===== src/rtl/directory_bus_arbiter_if.sv =====
// rtl/directory_bus_arbiter_if.sv - requester/directory bus bundle for the directory bus arbiter
interface directory_bus_arbiter_if #(
  parameter int NREQ = 4,
  parameter int IDW  = 2
);

  // requester side
  logic [NREQ-1:0]   req;
  logic [3*NREQ-1:0] req_bus;
  logic [NREQ-1:0]   gnt;

  // directory side
  logic              dir_valid;
  logic [2:0]        dir_bus;
  logic [IDW-1:0]    dir_src;
  logic              dir_done;
  logic [2:0]        dir_signal;

  // reply routing and debug
  logic              rsp_valid;
  logic [2:0]        rsp_signal;
  logic [IDW-1:0]    rsp_dst;
  logic              timeout_err;
  logic [2:0]        state_out;

  // arbiter view
  modport slave (
    input  req, req_bus, dir_done, dir_signal,
    output gnt, dir_valid, dir_bus, dir_src,
           rsp_valid, rsp_signal, rsp_dst, timeout_err, state_out
  );

  // view of the cache controllers and directory that surround the arbiter
  modport master (
    output req, req_bus, dir_done, dir_signal,
    input  gnt, dir_valid, dir_bus, dir_src,
           rsp_valid, rsp_signal, rsp_dst, timeout_err, state_out
  );

endinterface


===== src/rtl/directory_bus_arbiter.sv =====
// rtl/directory_bus_arbiter.sv - round-robin arbiter sharing one directory among NREQ cache controllers
module directory_bus_arbiter #(
  parameter int NREQ    = 4,
  parameter int IDW     = 2,
  parameter int TIMEOUT = 15
) (
  input  logic                        clock,
  input  logic                        reset,
  directory_bus_arbiter_if.slave      bus
);

  localparam int CW = $clog2(TIMEOUT + 1);

  typedef enum logic [2:0] {
    S_IDLE  = 3'd0,
    S_ISSUE = 3'd1,
    S_WAIT  = 3'd2,
    S_RESP  = 3'd3
  } state_t;

  state_t          state;
  logic [IDW-1:0]  ptr;
  logic [IDW-1:0]  win;
  logic [CW-1:0]   cnt;

  logic [2:0]      codes [NREQ];
  logic [NREQ-1:0] elig;

  logic            pick_found;
  logic [IDW-1:0]  pick_idx;
  logic [2:0]      pick_code;
  logic [IDW-1:0]  scan_idx;
  logic [IDW-1:0]  next_ptr;

  // Unpack the per-requester bus codes; only read miss, write miss and write-back compete.
  for (genvar g = 0; g < NREQ; g++) begin : g_unpack
    assign codes[g] = bus.req_bus[3*g +: 3];
    assign elig[g]  = bus.req[g] && (codes[g] != 3'd0) && (codes[g] <= 3'd3);
  end

  // Round-robin scan from ptr; walking offsets high-to-low lets the nearest eligible slot win.
  always_comb begin
    pick_found = 1'b0;
    pick_idx   = '0;
    pick_code  = '0;
    scan_idx   = '0;
    for (int k = NREQ - 1; k >= 0; k--) begin
      scan_idx = IDW'((int'(ptr) + k) % NREQ);
      if (elig[scan_idx]) begin
        pick_found = 1'b1;
        pick_idx   = scan_idx;
        pick_code  = codes[scan_idx];
      end
    end
  end

  // Pointer moves just past the winner so it gets lowest priority next round.
  always_comb begin
    next_ptr = (win == IDW'(NREQ - 1)) ? '0 : win + 1'b1;
  end

  assign bus.state_out = state;

  // Transaction FSM: pick, issue to directory, wait for reply or watchdog, route reply.
  always_ff @(posedge clock or negedge reset) begin
    if (!reset) begin
      state           <= S_IDLE;
      ptr             <= '0;
      win             <= '0;
      cnt             <= '0;
      bus.gnt         <= '0;
      bus.dir_valid   <= 1'b0;
      bus.dir_bus     <= '0;
      bus.dir_src     <= '0;
      bus.rsp_valid   <= 1'b0;
      bus.rsp_signal  <= '0;
      bus.rsp_dst     <= '0;
      bus.timeout_err <= 1'b0;
    end else begin
      bus.dir_valid <= 1'b0;
      bus.rsp_valid <= 1'b0;
      case (state)
        S_IDLE: begin
          if (pick_found) begin
            win           <= pick_idx;
            bus.gnt       <= NREQ'(1) << pick_idx;
            bus.dir_valid <= 1'b1;
            bus.dir_bus   <= pick_code;
            bus.dir_src   <= pick_idx;
            state         <= S_ISSUE;
          end
        end
        S_ISSUE: begin
          cnt   <= '0;
          state <= S_WAIT;
        end
        S_WAIT: begin
          // A reply arriving on the expiring cycle still counts as a normal reply.
          if (bus.dir_done) begin
            bus.rsp_valid  <= 1'b1;
            bus.rsp_signal <= bus.dir_signal;
            bus.rsp_dst    <= win;
            state          <= S_RESP;
          end else if (cnt == CW'(TIMEOUT - 1)) begin
            bus.rsp_valid   <= 1'b1;
            bus.rsp_signal  <= 3'd7;
            bus.rsp_dst     <= win;
            bus.timeout_err <= 1'b1;
            state           <= S_RESP;
          end else begin
            cnt <= cnt + 1'b1;
          end
        end
        S_RESP: begin
          bus.gnt <= '0;
          ptr     <= next_ptr;
          state   <= S_IDLE;
        end
        default: state <= S_IDLE;
      endcase
    end
  end

endmodule


===== src/flat_wrapper.sv =====
// flat-port wrapper written by rule: the top's interface ports become plain ports
module directory_bus_arbiter_flat 
#(
  parameter int NREQ    = 4,
  parameter int IDW     = 2,
  parameter int TIMEOUT = 15
)
  (clock, reset, bus_req, bus_req_bus, bus_dir_done, bus_dir_signal, bus_gnt, bus_dir_valid, bus_dir_bus, bus_dir_src, bus_rsp_valid, bus_rsp_signal, bus_rsp_dst, bus_timeout_err, bus_state_out);
  directory_bus_arbiter_if #(.NREQ(NREQ), .IDW(IDW)) bus_i ();
  input  logic clock;
  input  logic reset;
  input wire logic [$bits(bus_i.req)-1:0] bus_req;
  input wire logic [$bits(bus_i.req_bus)-1:0] bus_req_bus;
  input wire logic [$bits(bus_i.dir_done)-1:0] bus_dir_done;
  input wire logic [$bits(bus_i.dir_signal)-1:0] bus_dir_signal;
  output wire logic [$bits(bus_i.gnt)-1:0] bus_gnt;
  output wire logic [$bits(bus_i.dir_valid)-1:0] bus_dir_valid;
  output wire logic [$bits(bus_i.dir_bus)-1:0] bus_dir_bus;
  output wire logic [$bits(bus_i.dir_src)-1:0] bus_dir_src;
  output wire logic [$bits(bus_i.rsp_valid)-1:0] bus_rsp_valid;
  output wire logic [$bits(bus_i.rsp_signal)-1:0] bus_rsp_signal;
  output wire logic [$bits(bus_i.rsp_dst)-1:0] bus_rsp_dst;
  output wire logic [$bits(bus_i.timeout_err)-1:0] bus_timeout_err;
  output wire logic [$bits(bus_i.state_out)-1:0] bus_state_out;
  assign bus_i.req = bus_req;
  assign bus_i.req_bus = bus_req_bus;
  assign bus_i.dir_done = bus_dir_done;
  assign bus_i.dir_signal = bus_dir_signal;
  assign bus_gnt = bus_i.gnt;
  assign bus_dir_valid = bus_i.dir_valid;
  assign bus_dir_bus = bus_i.dir_bus;
  assign bus_dir_src = bus_i.dir_src;
  assign bus_rsp_valid = bus_i.rsp_valid;
  assign bus_rsp_signal = bus_i.rsp_signal;
  assign bus_rsp_dst = bus_i.rsp_dst;
  assign bus_timeout_err = bus_i.timeout_err;
  assign bus_state_out = bus_i.state_out;
  directory_bus_arbiter #(.NREQ(NREQ), .IDW(IDW), .TIMEOUT(TIMEOUT)) u_core (.clock(clock), .reset(reset), .bus(bus_i));
endmodule

===== config.mk =====
export PLATFORM = sky130hd
export DESIGN_NAME = directory_bus_arbiter_flat
export DESIGN_NICKNAME = d
export VERILOG_FILES = /design/src/rtl/directory_bus_arbiter_if.sv /design/src/rtl/directory_bus_arbiter.sv /design/src/flat_wrapper.sv
export SDC_FILE = /design/constraint.sdc
export NUM_CORES = 1
export LEC_CHECK = 0
export ABC_AREA = 1
export BUFFER_PORTS_ARGS = -buffer_cell sky130_fd_sc_hd__buf_2
export CORE_MARGIN = 2
export CORE_UTILIZATION = 53
export CTS_CLUSTER_DIAMETER = 120
export CTS_CLUSTER_SIZE = 20
export DETAILED_ROUTE_END_ITERATION = 10
export PLACE_DENSITY = 0.85
export SLEW_MARGIN = 20
export SYNTH_ARGS = -nofsm -noshare
export SYNTH_HDL_FRONTEND = slang
export SYNTH_SLANG_ARGS = --single-unit

===== constraint.sdc =====
create_clock -name clock -period 1.7 [get_ports clock]
set_input_delay 0.34 -clock clock [delete_from_list [all_inputs] [get_ports clock]]
set_output_delay 0.34 -clock clock [all_outputs]
set_load 0.01 [all_outputs]

### Yosys cells after proc, flatten, opt, wreduce, memory -nomap -nowiden

Cells that the tools add are included.

* register bits after elaboration: 26
* input port bits: 22
* output and inout port bits: 20
* logic and storage cells: 116

* $add $sub $neg: 5
* $lt $le $gt $ge: 12
* eq/ne operators: 9
* shift-type cells: 1
* multiplexer cells: 51
* bitwise gates (word level): 5
* reduce and logical (&&, ||, !) cells: 22

Operators with widths (number)
* 2-to-1 mux 3 bit: 17
* binary-select mux 3 bit (select 2 bit): 4
* case mux 4 bit (2 select lines): 2
* 2-to-1 mux 2 bit: 7
* 2-to-1 mux 1 bit: 13
* greater-or-equal comparator 3 bit, second input constant: 4
* <= comparator 3 x 2 -> 1 bit, second input constant: 4
* less-than comparator 2 x 3 -> 1 bit, second input constant: 4
* 2-to-1 mux 4 bit: 3
* NOT 2 -> 3 bit: 4
* nonzero test 3 bit: 4
* case mux 3 bit (3 select lines): 1
* binary-select mux 1 bit (select 2 bit): 4
* logical AND 1 bit: 8
* AND reduction 2 bit: 4
* == test 3 x 2 -> 1 bit, second input constant: 2
* AND reduction 3 bit: 2
* nonzero test 2 bit: 3
* adder 2 x 1 -> 2 bit, second input constant: 2
* adder 2 bit, second input constant: 2
* adder 4 x 1 -> 4 bit, second input constant: 1
* == test 4 bit, second input constant: 1
* != test 2 bit, second input constant: 2
* << shifter 1 x 2 -> 4 bit, first input constant: 1
* other kinds (6): 6

### Longest topological paths before layout

Gate-level depths: netlist (run 1).

* word-level depth: 12
* gate-level depth with buffers: 13
* depth with buffers taken out: 13

### Worst setup path after synthesis (run 1)

OpenSTA, ideal clock, no wires.

* kind: register -> register
* start point: register u_core.ptr[0]
* end point: register u_core.bus.dir_bus[0]
* arrival time: 1437 ps
* path slack: 146 ps
* cell stages (with the launch flop): 13
* path buffers: 2
* period minus slack after synthesis: 1554 ps
* cell sequence: dfrtp_1 -> buf_6 -> xnor2_4 -> inv_2 -> nand2_2 -> nand2_4 -> nor2_2 -> nand2_2 -> nand2_4 -> buf_6 -> nor2_2 -> nand2_1 -> nand2_1

* word-level cells in the longest chain between the ends: 9
* elaborated cells between the ends (all ways): 36

Ends and longest elaborated chain
* start, declared: RTL line directory_bus_arbiter.sv:22 `logic [IDW-1:0] ptr;`
* start signal, assigned: RTL line directory_bus_arbiter.sv:116 `ptr <= next_ptr;`
* adder 2 bit: RTL line directory_bus_arbiter.sv:48 `scan_idx = IDW'((int'(ptr) + k) % NREQ);`
* NOT 2 -> 3 bit (not written as such): RTL line directory_bus_arbiter.sv:52 `pick_code = codes[scan_idx];`
* binary-select mux 3 bit (select 2 bit): RTL line directory_bus_arbiter.sv:52
* 2-to-1 mux 3 bit (not written as such) (2 in a row): RTL line directory_bus_arbiter.sv:52
* 2-to-1 mux 3 bit (4 in a row): RTL line directory_bus_arbiter.sv:49 `if (elig[scan_idx]) begin`
* end signal, assigned: RTL line directory_bus_arbiter.sv:88 `bus.dir_bus <= pick_code;`
* end, declared: RTL line directory_bus_arbiter_if.sv:29 `output gnt, dir_valid, dir_bus, dir_src,`

Parallel ways exist; a longest one is shown, timed or not. The select of a mux whose other input is x is not followed.
A chain may end at the register's enable or synchronous reset.

### Worst setup path in the final report (run 1)

* start point: register u_core.ptr[0]
* end point: register u_core.bus.gnt[3]

* word-level cells in the longest chain between the ends: 10
* elaborated cells between the ends (all ways): 24

Ends and longest elaborated chain
* adder 2 bit: RTL line directory_bus_arbiter.sv:48
* binary-select mux 1 bit (select 2 bit): RTL line directory_bus_arbiter.sv:49
* 2-to-1 mux 1 bit (not written as such): RTL line directory_bus_arbiter.sv:49
* 2-to-1 mux 2 bit (4 in a row): RTL line directory_bus_arbiter.sv:49
* << shifter 1 x 2 -> 4 bit: RTL line directory_bus_arbiter.sv:86 `bus.gnt <= NREQ'(1) << pick_idx;`
* 2-to-1 mux 4 bit: RTL line directory_bus_arbiter.sv:84 `if (pick_found) begin`
* case mux 4 bit (2 select lines): RTL line directory_bus_arbiter.sv:82 `case (state)`
* end signal, assigned: RTL line directory_bus_arbiter.sv:86
* end, declared: RTL line directory_bus_arbiter_if.sv:29

Parallel ways exist; a longest one is shown, timed or not. The select of a mux whose other input is x is not followed.

==> results.py, run 1 <==
metrics = {
    "final_layout": {
        "design_area_mm2": 0.002153,
        "num_antenna_cells": 0,
        "stdcell_count": 337,
        "finalNetCount": 323,
        "syn_to_final_growth_pct": 29.11,
        "drive_gt1_share_pct": 32.42,
        "fillerInstances": 237,
        "fin_util_pct": 71.12,
    },
    "sta": {
        "relSlewSlack_pct": 63.18,
        "worst_pin_slew_ps": 552.2,
        "fin_ws_ps": -57.55,
        "rsz0062_at_grt": "true",
        "fin_crit_sh_pct": 103.4,
        "fmax_ghz": 0.5690,
        "fin_tns_setup_ps": -294.4,
        "hold_viol": 0,
        "fin_skew_ps": 4.833,
        "setup_viol": 8,
        "slew_violations": 0,
        "layout_min_cycle_time_ps": 1758,
    },
    "pwr": {
        "ir_worst_vdd_v": 0.0008216,
        "leakagePower_nw": 1.200,
        "pwr_density_cell_mw_per_mm2": 1804,
        "power_mw": 3.884,
    },
    "drt": {
        "drc": 0,
        "routed_via_density": 5.024,
        "wl_per_cell_um": 11.88,
        "first_iter_violations": 109,
        "antenna_left": 0,
        "drt_first_pass_iters": 5,
        "wl_mm": 4.004,
        "vias": 1693,
    },
    "worst_setup_path": {
        "critical_path.max_fanout": 6,
        "arrival_ps": 1980,
        "cp-start-kind": "flop",
        "rr_startpoint": "u_core.ptr[0]",
        "criticalPathCategory": "reg2reg",
        "rr_endpoint": "u_core.bus.gnt[3]",
        "endpoint_kind": "flop",
        "required_ps": 1920,
        "ff2ff_path_depth": 11,
        "r2r_slack_ps": -60,
    },
    "logic_synthesis": {
        "ys_ff_latch": 25,
        "synth_edf_count": 0,
        "yosysUniqueCellTypes": 24,
        "async_flop_share_pct": 100.0,
        "synth_compound_area_share_pct": 10.95,
        "synth_flop_cell": "dfrtp_1",
        "synth_top_area_share_pct": 37.51,
        "yosysSeqAreaShare_pct": 37.51,
        "syn_area_per_cell_um2": 7.097,
        "synth_common_cells": "nand2_1 (69), inv_1 (32), dfrtp_1 (25)",
        "synth_fp_nets": 264,
        "synth_top_family_by_area": "simple AND/OR/NAND/NOR gates",
        "syn_area_mm2": 0.001668,
        "yosys_warnings": 0,
        "synth_mux_area_share_pct": 0,
        "synth_largest_area_cell": "dfrtp_1",
        "synth_fa_ha_area_share_pct": 5.251,
        "yosys.cell_count.top_type": "nand2_1",
        "syn_inst": 235,
        "synthSimpleGateAreaFrac_pct": 32.26,
        "synth_xor_area_share_pct": 2.701,
        "synth_area_leaders": "dfrtp_1 (38%), nand2_1 (16%), inv_1 (7.2%)",
    },
    "clock_network": {
        "cts.clk_slew.worst_paths_ps": 140,
        "clk_latency_ps": 320,
        "htreeDepth": 1,
        "cts_buffers": 3,
        "cts-root-buf": "clkbuf_4",
        "cts.sinks": 25,
        "cts_max_path_buffers": 2,
        "cts_tree": "done",
    },
    "outcome": {
        "status": "complete, but fails checks",
        "violations": "negative setup slack",
    },
    "placement": {
        "hpwlAfterDp_mm": 2.880,
        "place.gp.congestion": 0.8933,
        "dp.cells": 325,
        "dpl-instance-area_mm2": 0.001959,
        "io_buffers": 40,
    },
    "job": {
        "maxCapViolCount": 0,
    },
    "min_path": {
        "whs_endpoint": "u_core.bus.rsp_signal[1]",
        "whs_path_depth": 2,
        "min_from": "bus_dir_signal[1]",
        "hold_class": "in2reg",
    },
    "die": {
        "initial_core_util_pct": 55.08,
        "die_height_um": 60.10,
        "die_w_um": 60.10,
        "ios": 42,
        "dieArea_mm2": 0.003611,
        "coreArea_mm2": 0.003028,
        "num_rows": 20,
    },
    "global_route": {
        "grt_max_degree": 26,
        "grt_pass1_wl_mm": 5.961,
        "track_usage_pct": 21.65,
        "grt_pass1_vias": 1437,
        "antenna_found_initial": 0,
        "grt-ovfl-total": 0,
    },
}
==> area by class of cell <==
cell class	instances	area [µm²]	area share (%)
clock buffer	3	22.52	1.046
clock inverter	1	7.507	0.3486
inverter	35	133.9	6.217
multi-input combinational	170	943.4	43.81
sequential	25	626.9	29.11
tap	44	55.05	2.557
timing repair buffer	59	364.1	16.91
==> layout by cell type, fill, tap and decap left out, drive strengths merged <==
master	instances
inv	35
nand2	75
dfrtp	25
nand3	21
buf	58
conb	1
o21bai	1
xor2	2
xnor2	1
ha	7
nor3	2
clkinvlp	1
a21oi	6
nand4	3
o21ai	23
nor2	25
o22a	3
clkbuf	3
dlygate4sd3	1
==> critical path: stages, from the launching register on <==
cell and delay (ps):
dfrtp_2 480, buf_6 150, xnor2_4 220, inv_2 90, nand2_2 80, nand2_4 80
nor2_4 140, nand2_4 100, nand2_8 100, nor2_4 50, nand3_1 100, nand2_1 60
==> report_power, final <==
| part | leakage [nW] | switching [mW] | internal, mW |
|---|---|---|---|
| clock network | 0.0139 | 0.179 | 0.0897 |
| logic | 0.866 | 1.54 | 1.08 |
| registers | 0.320 | 0.188 | 0.811 |
| total | 1.20 | 1.90 | 1.98 |
==> metal layers <==
| layer | up-vias | part of all wire, % | GRT usage, % |
|---|---|---|---|
| met5 | - | 0 | 0 |
| met3 | 7 | 5.9 | 4.762 |
| met4 | 0 | 1.7 | 4.762 |
| li1 | 856 | - | - |
| met1 | 769 | 44 | 28.11 |
| met2 | 61 | 48 | 36.65 |
==> stage by stage <==
step	worst slack (ps)	hold slack [ps]
detailed placement	-72.04	357.0
CTS	0.3815	247.4
global placement	19.24	354.8
finish	-57.55	248.5
global route	-125.5	242.9
floorplan	146.1	44.41
==> worst max path at each step <==
stage	from	endpoint	slack (ps)
finish	u_core.ptr[0]	u_core.bus.gnt[3]	-60
global route	u_core.ptr[0]	u_core.bus.gnt[3]	-130
CTS	u_core.ptr[0]	u_core.bus.dir_src[0]	0.4
detailed placement	u_core.ptr[0]	u_core.bus.dir_src[0]	-70
global placement	u_core.ptr[0]	u_core.bus.gnt[0]	20
floorplan	u_core.ptr[0]	u_core.bus.dir_bus[0]	150
==> registers in the layout, summed over array words and instances, names as in the netlist <==
| signal | cells |
|---|---|
| u_core.bus.dir_bus | 3 |
| u_core.bus.dir_src | 2 |
| u_core.bus.dir_valid | 1 |
| u_core.bus.gnt | 4 |
| u_core.bus.rsp_dst | 2 |
| u_core.bus.rsp_signal | 3 |
| u_core.bus.rsp_valid | 1 |
| u_core.bus.state_out | 2 |
| u_core.bus.timeout_err | 1 |
| u_core.cnt | 4 |
| u_core.ptr | 2 |
==> logic make-up (layout without fill, tap and decap cells) <==
family | after synthesis | after routing
adders and majority gates | 7 | 7
DFF | 25 | 25
other | 1 | 1
buffers and inverters | 41 | 98
AOI/OAI and AO/OA | 33 | 33
and+or+nand+nor | 125 | 126
xor gates and xnor gates | 3 | 3
==> repair_timing <==
| item | CTS | global route |
|---|---|---|
| endpoints found under the hold margin | 11 | 0 |
| setup buffers | 3 | 3 |
| gates cloned | 1 | 0 |
| hold buffers | 1 | 0 |
| pin swaps | 2 | 10 |
| gates resized for setup | 3 | 29 |
| endpoints found under the setup margin | 6 | 13 |
(Power assumes the default switching activity.)
==> run 2: changes to the inputs <==
--- a/config.mk
+++ b/config.mk
@@ -5,14 +5,13 @@
 export SDC_FILE = /design/constraint.sdc
 export NUM_CORES = 1
 export LEC_CHECK = 0
-export ABC_AREA = 1
 export BUFFER_PORTS_ARGS = -buffer_cell sky130_fd_sc_hd__buf_2
 export CORE_MARGIN = 2
-export CORE_UTILIZATION = 53
+export CORE_UTILIZATION = 51
 export CTS_CLUSTER_DIAMETER = 120
 export CTS_CLUSTER_SIZE = 20
 export DETAILED_ROUTE_END_ITERATION = 10
-export PLACE_DENSITY = 0.85
+export PLACE_DENSITY = 0.83
 export SLEW_MARGIN = 20
 export SYNTH_ARGS = -nofsm -noshare
 export SYNTH_HDL_FRONTEND = slang
==> run 2 against run 1 <==
  * The flow still finishes with violations (negative setup slack)
  * Sequential share of layout area up 2.6 points
  * Sequential power decreased by 3.3%
  * Via count fell by 15%
  * Register-to-register slack got worse by 110 ps
  * Final area fell by 8.4%
  * Critical endpoint is now u_core.bus.gnt[2]
==> results.py, run 2 <==
metrics = {
    "outcome": {
        "status": "complete, but fails checks",
        "violations": "negative setup slack",
    },
    "final_layout": {
        "drive_gt1_share_pct": 41.55,
        "num_antenna_cells": 0,
        "design_area_mm2": 0.001972,
        "layout_commonest_cell": "buf_2",
        "syn_to_final_growth_pct": 33.67,
        "reg.largest.list": "u_core.bus.gnt x4, u_core.cnt x4",
        "stdcell_count": 250,
        "final_cell_mix": "buf_2 (40), buf_4 (26), dfrtp_1 (25)",
        "finalNetCount": 249,
    },
    "sta": {
        "fin_skew_ps": 2.284,
        "rsz0062_at_grt": "true",
        "worst_pin_slew_ps": 523.6,
        "fin_tns_setup_ps": -515.7,
        "setup_viol": 6,
        "hold_viol": 0,
        "fin_ws_ps": -171.6,
        "fmax_ghz": 0.5343,
        "relSlewSlack_pct": 64.72,
        "slew_violations": 0,
        "layout_min_cycle_time_ps": 1872,
        "fin_crit_sh_pct": 110.1,
    },
    "global_route": {
        "antenna_found_initial": 0,
        "grt_pass1_vias": 1432,
        "track_usage_pct": 23.00,
        "grt_pass1_wl_mm": 6.009,
        "grt-ovfl-total": 0,
        "grt_max_degree": 26,
    },
    "worst_setup_path": {
        "cp-start-kind": "flop",
        "required_ps": 1960,
        "criticalPathCategory": "reg2reg",
        "arrival_ps": 2130,
        "critical_path.max_fanout": 4,
        "endpoint_kind": "flop",
    },
    "logic_synthesis": {
        "yosysUniqueCellTypes": 47,
        "synth_largest_area_cell": "dfrtp_1",
        "synth_fp_nets": 182,
        "syn_area_mm2": 0.001475,
        "synth_common_cells": "dfrtp_1 (25), a21oi_1 (11), nand2_1 (11)",
        "syn_area_per_cell_um2": 9.642,
        "synth_flop_cell": "dfrtp_1",
        "syn_inst": 153,
        "yosys_warnings": 0,
        "ys_ff_latch": 25,
        "synth_edf_count": 0,
        "synth_area_leaders": "dfrtp_1 (42%), ha_1 (5.9%), a21oi_1 (3.7%)",
        "synth_top_area_share_pct": 42.41,
        "yosys.cell_count.top_type": "dfrtp_1",
        "yosysSeqAreaShare_pct": 42.41,
        "async_flop_share_pct": 100.0,
    },
    "pwr": {
        "ir_worst_vdd_v": 0.001081,
        "leakagePower_nw": 0.9589,
        "pwr_density_cell_mw_per_mm2": 1340,
        "power_mw": 2.643,
    },
    "die": {
        "die_height_um": 57.78,
        "coreArea_mm2": 0.002758,
        "initial_core_util_pct": 53.49,
        "die_w_um": 57.78,
        "ios": 42,
        "num_rows": 19,
        "dieArea_mm2": 0.003339,
    },
    "clock_network": {
        "clk_latency_ps": 320,
        "cts.clk_slew.worst_paths_ps": 130,
        "cts_tree": "done",
        "cts_buffers": 3,
        "cts-root-buf": "clkbuf_4",
        "cts_max_path_buffers": 2,
        "htreeDepth": 1,
        "cts.sinks": 25,
    },
    "drt": {
        "routed_via_density": 5.780,
        "vias": 1445,
        "wl_per_cell_um": 14.26,
        "wl_mm": 3.565,
        "drt_first_pass_iters": 4,
        "first_iter_violations": 75,
        "drc": 0,
        "antenna_left": 0,
    },
    "placement": {
        "io_buffers": 40,
        "hpwlAfterDp_mm": 2.842,
        "dp.cells": 242,
        "place.gp.congestion": 0.9497,
        "dpl-instance-area_mm2": 0.001872,
    },
    "job": {
        "maxCapViolCount": 0,
    },
    "min_path": {
        "hold_class": "in2reg",
    },
}
-- run 2: cell types whose count changed after synthesis, moves of 5 or more --
| cell | change |
|---|---|
| nand2_1 | -58 |
| inv_1 | -26 |
| nand3_1 | -14 |
| nor2_1 | -11 |
| o21ai_0 | -11 |
| a21oi_1 | +5 |
| nand2b_1 | +5 |
-- run 2: worst max-delay path: stages, from the launching register on --
cell	delay [ps]
dfrtp_1	430
inv_2	50
or4b_4	520
a21oi_4	170
or2b_4	140
or3b_4	370
o2bb2ai_2	120
-- run 2: power by group --
group          leakage, nW  switching [mW]  internal [mW]  total, mW
logic                0.622           0.752          0.656       1.41
clock network       0.0139           0.179         0.0900      0.269
registers            0.323           0.161          0.805      0.966
total                0.959            1.09           1.55       2.64
-- run 2: through the flow --
step           hold WS (ps)  utilization (%)  worst slack [ps]
6_report              221.4            71.51            -171.6
5_1_grt               219.4            71.51            -222.9
4_1_cts               222.7            70.19            -146.6
3_5_place_dp          348.7            67.88            -244.7
3_3_place_gp          335.5            67.88            -197.9
2_1_floorplan         44.41                -            -71.92
-- run 2: cell type report --
cell class / count / area [µm²]
Inverter: 7 / 26.28
Tap cell: 31 / 38.79
Multi-Input combinational cell: 116 / 845.8
Clock buffer: 3 / 22.52
Sequential cell: 25 / 625.6
Timing Repair Buffer: 67 / 405.4
Clock inverter: 1 / 7.507
Fill cell: 207 / 785.8
-- run 2: worst paths after layout --
kind	startpoint	end	slack, ps	cells after the start
setup / recovery	u_core.ptr[1]	u_core.bus.gnt[2]	-170	6
hold / removal	bus_dir_signal[1]	u_core.bus.rsp_signal[1]	220	2
setup reg to reg	u_core.ptr[1]	u_core.bus.gnt[2]	-170	6
hold reg to reg	u_core.bus.timeout_err	u_core.bus.timeout_err	490	1
max in group asynchronous	reset	u_core.bus.rsp_dst[0]	830	2
min in group asynchronous	reset	u_core.bus.timeout_err	510	2
-- run 2: logic make-up (layout without fill, tap and decap cells) --
group | after synthesis | count (layout) | synth area share [%]
simple gates | 57 | 57 | 21.63
compound gates | 43 | 43 | 19.25
flops | 25 | 25 | 42.41
buf+inv | 12 | 78 | 3.392
fa+ha+maj | 7 | 7 | 5.937
mux | 6 | 6 | 5.937
xor+xnor | 2 | 2 | 1.188
other cells | 1 | 1 | 0.2542
-- run 2: per-layer routing --
layer / vias up / global-route usage (%) / part of all wire [%]
li1: 695 / - / -
met1: 671 / 27.29 / 42
met2: 71 / 39.94 / 49
met3: 8 / 4.241 / 7.0
met4: 0 / 11.30 / 2.4
met5: - / 0 / 0
-- run 2: timing repair --
item | 4_1_cts | 5_1_grt
pin swaps | 6 | 1
setup endpoints to repair | 5 | 10
hold buffers | 1 | 0
resized for setup | 3 | 8
hold endpoints to repair | 25 | 0
setup buffers | 2 | 1
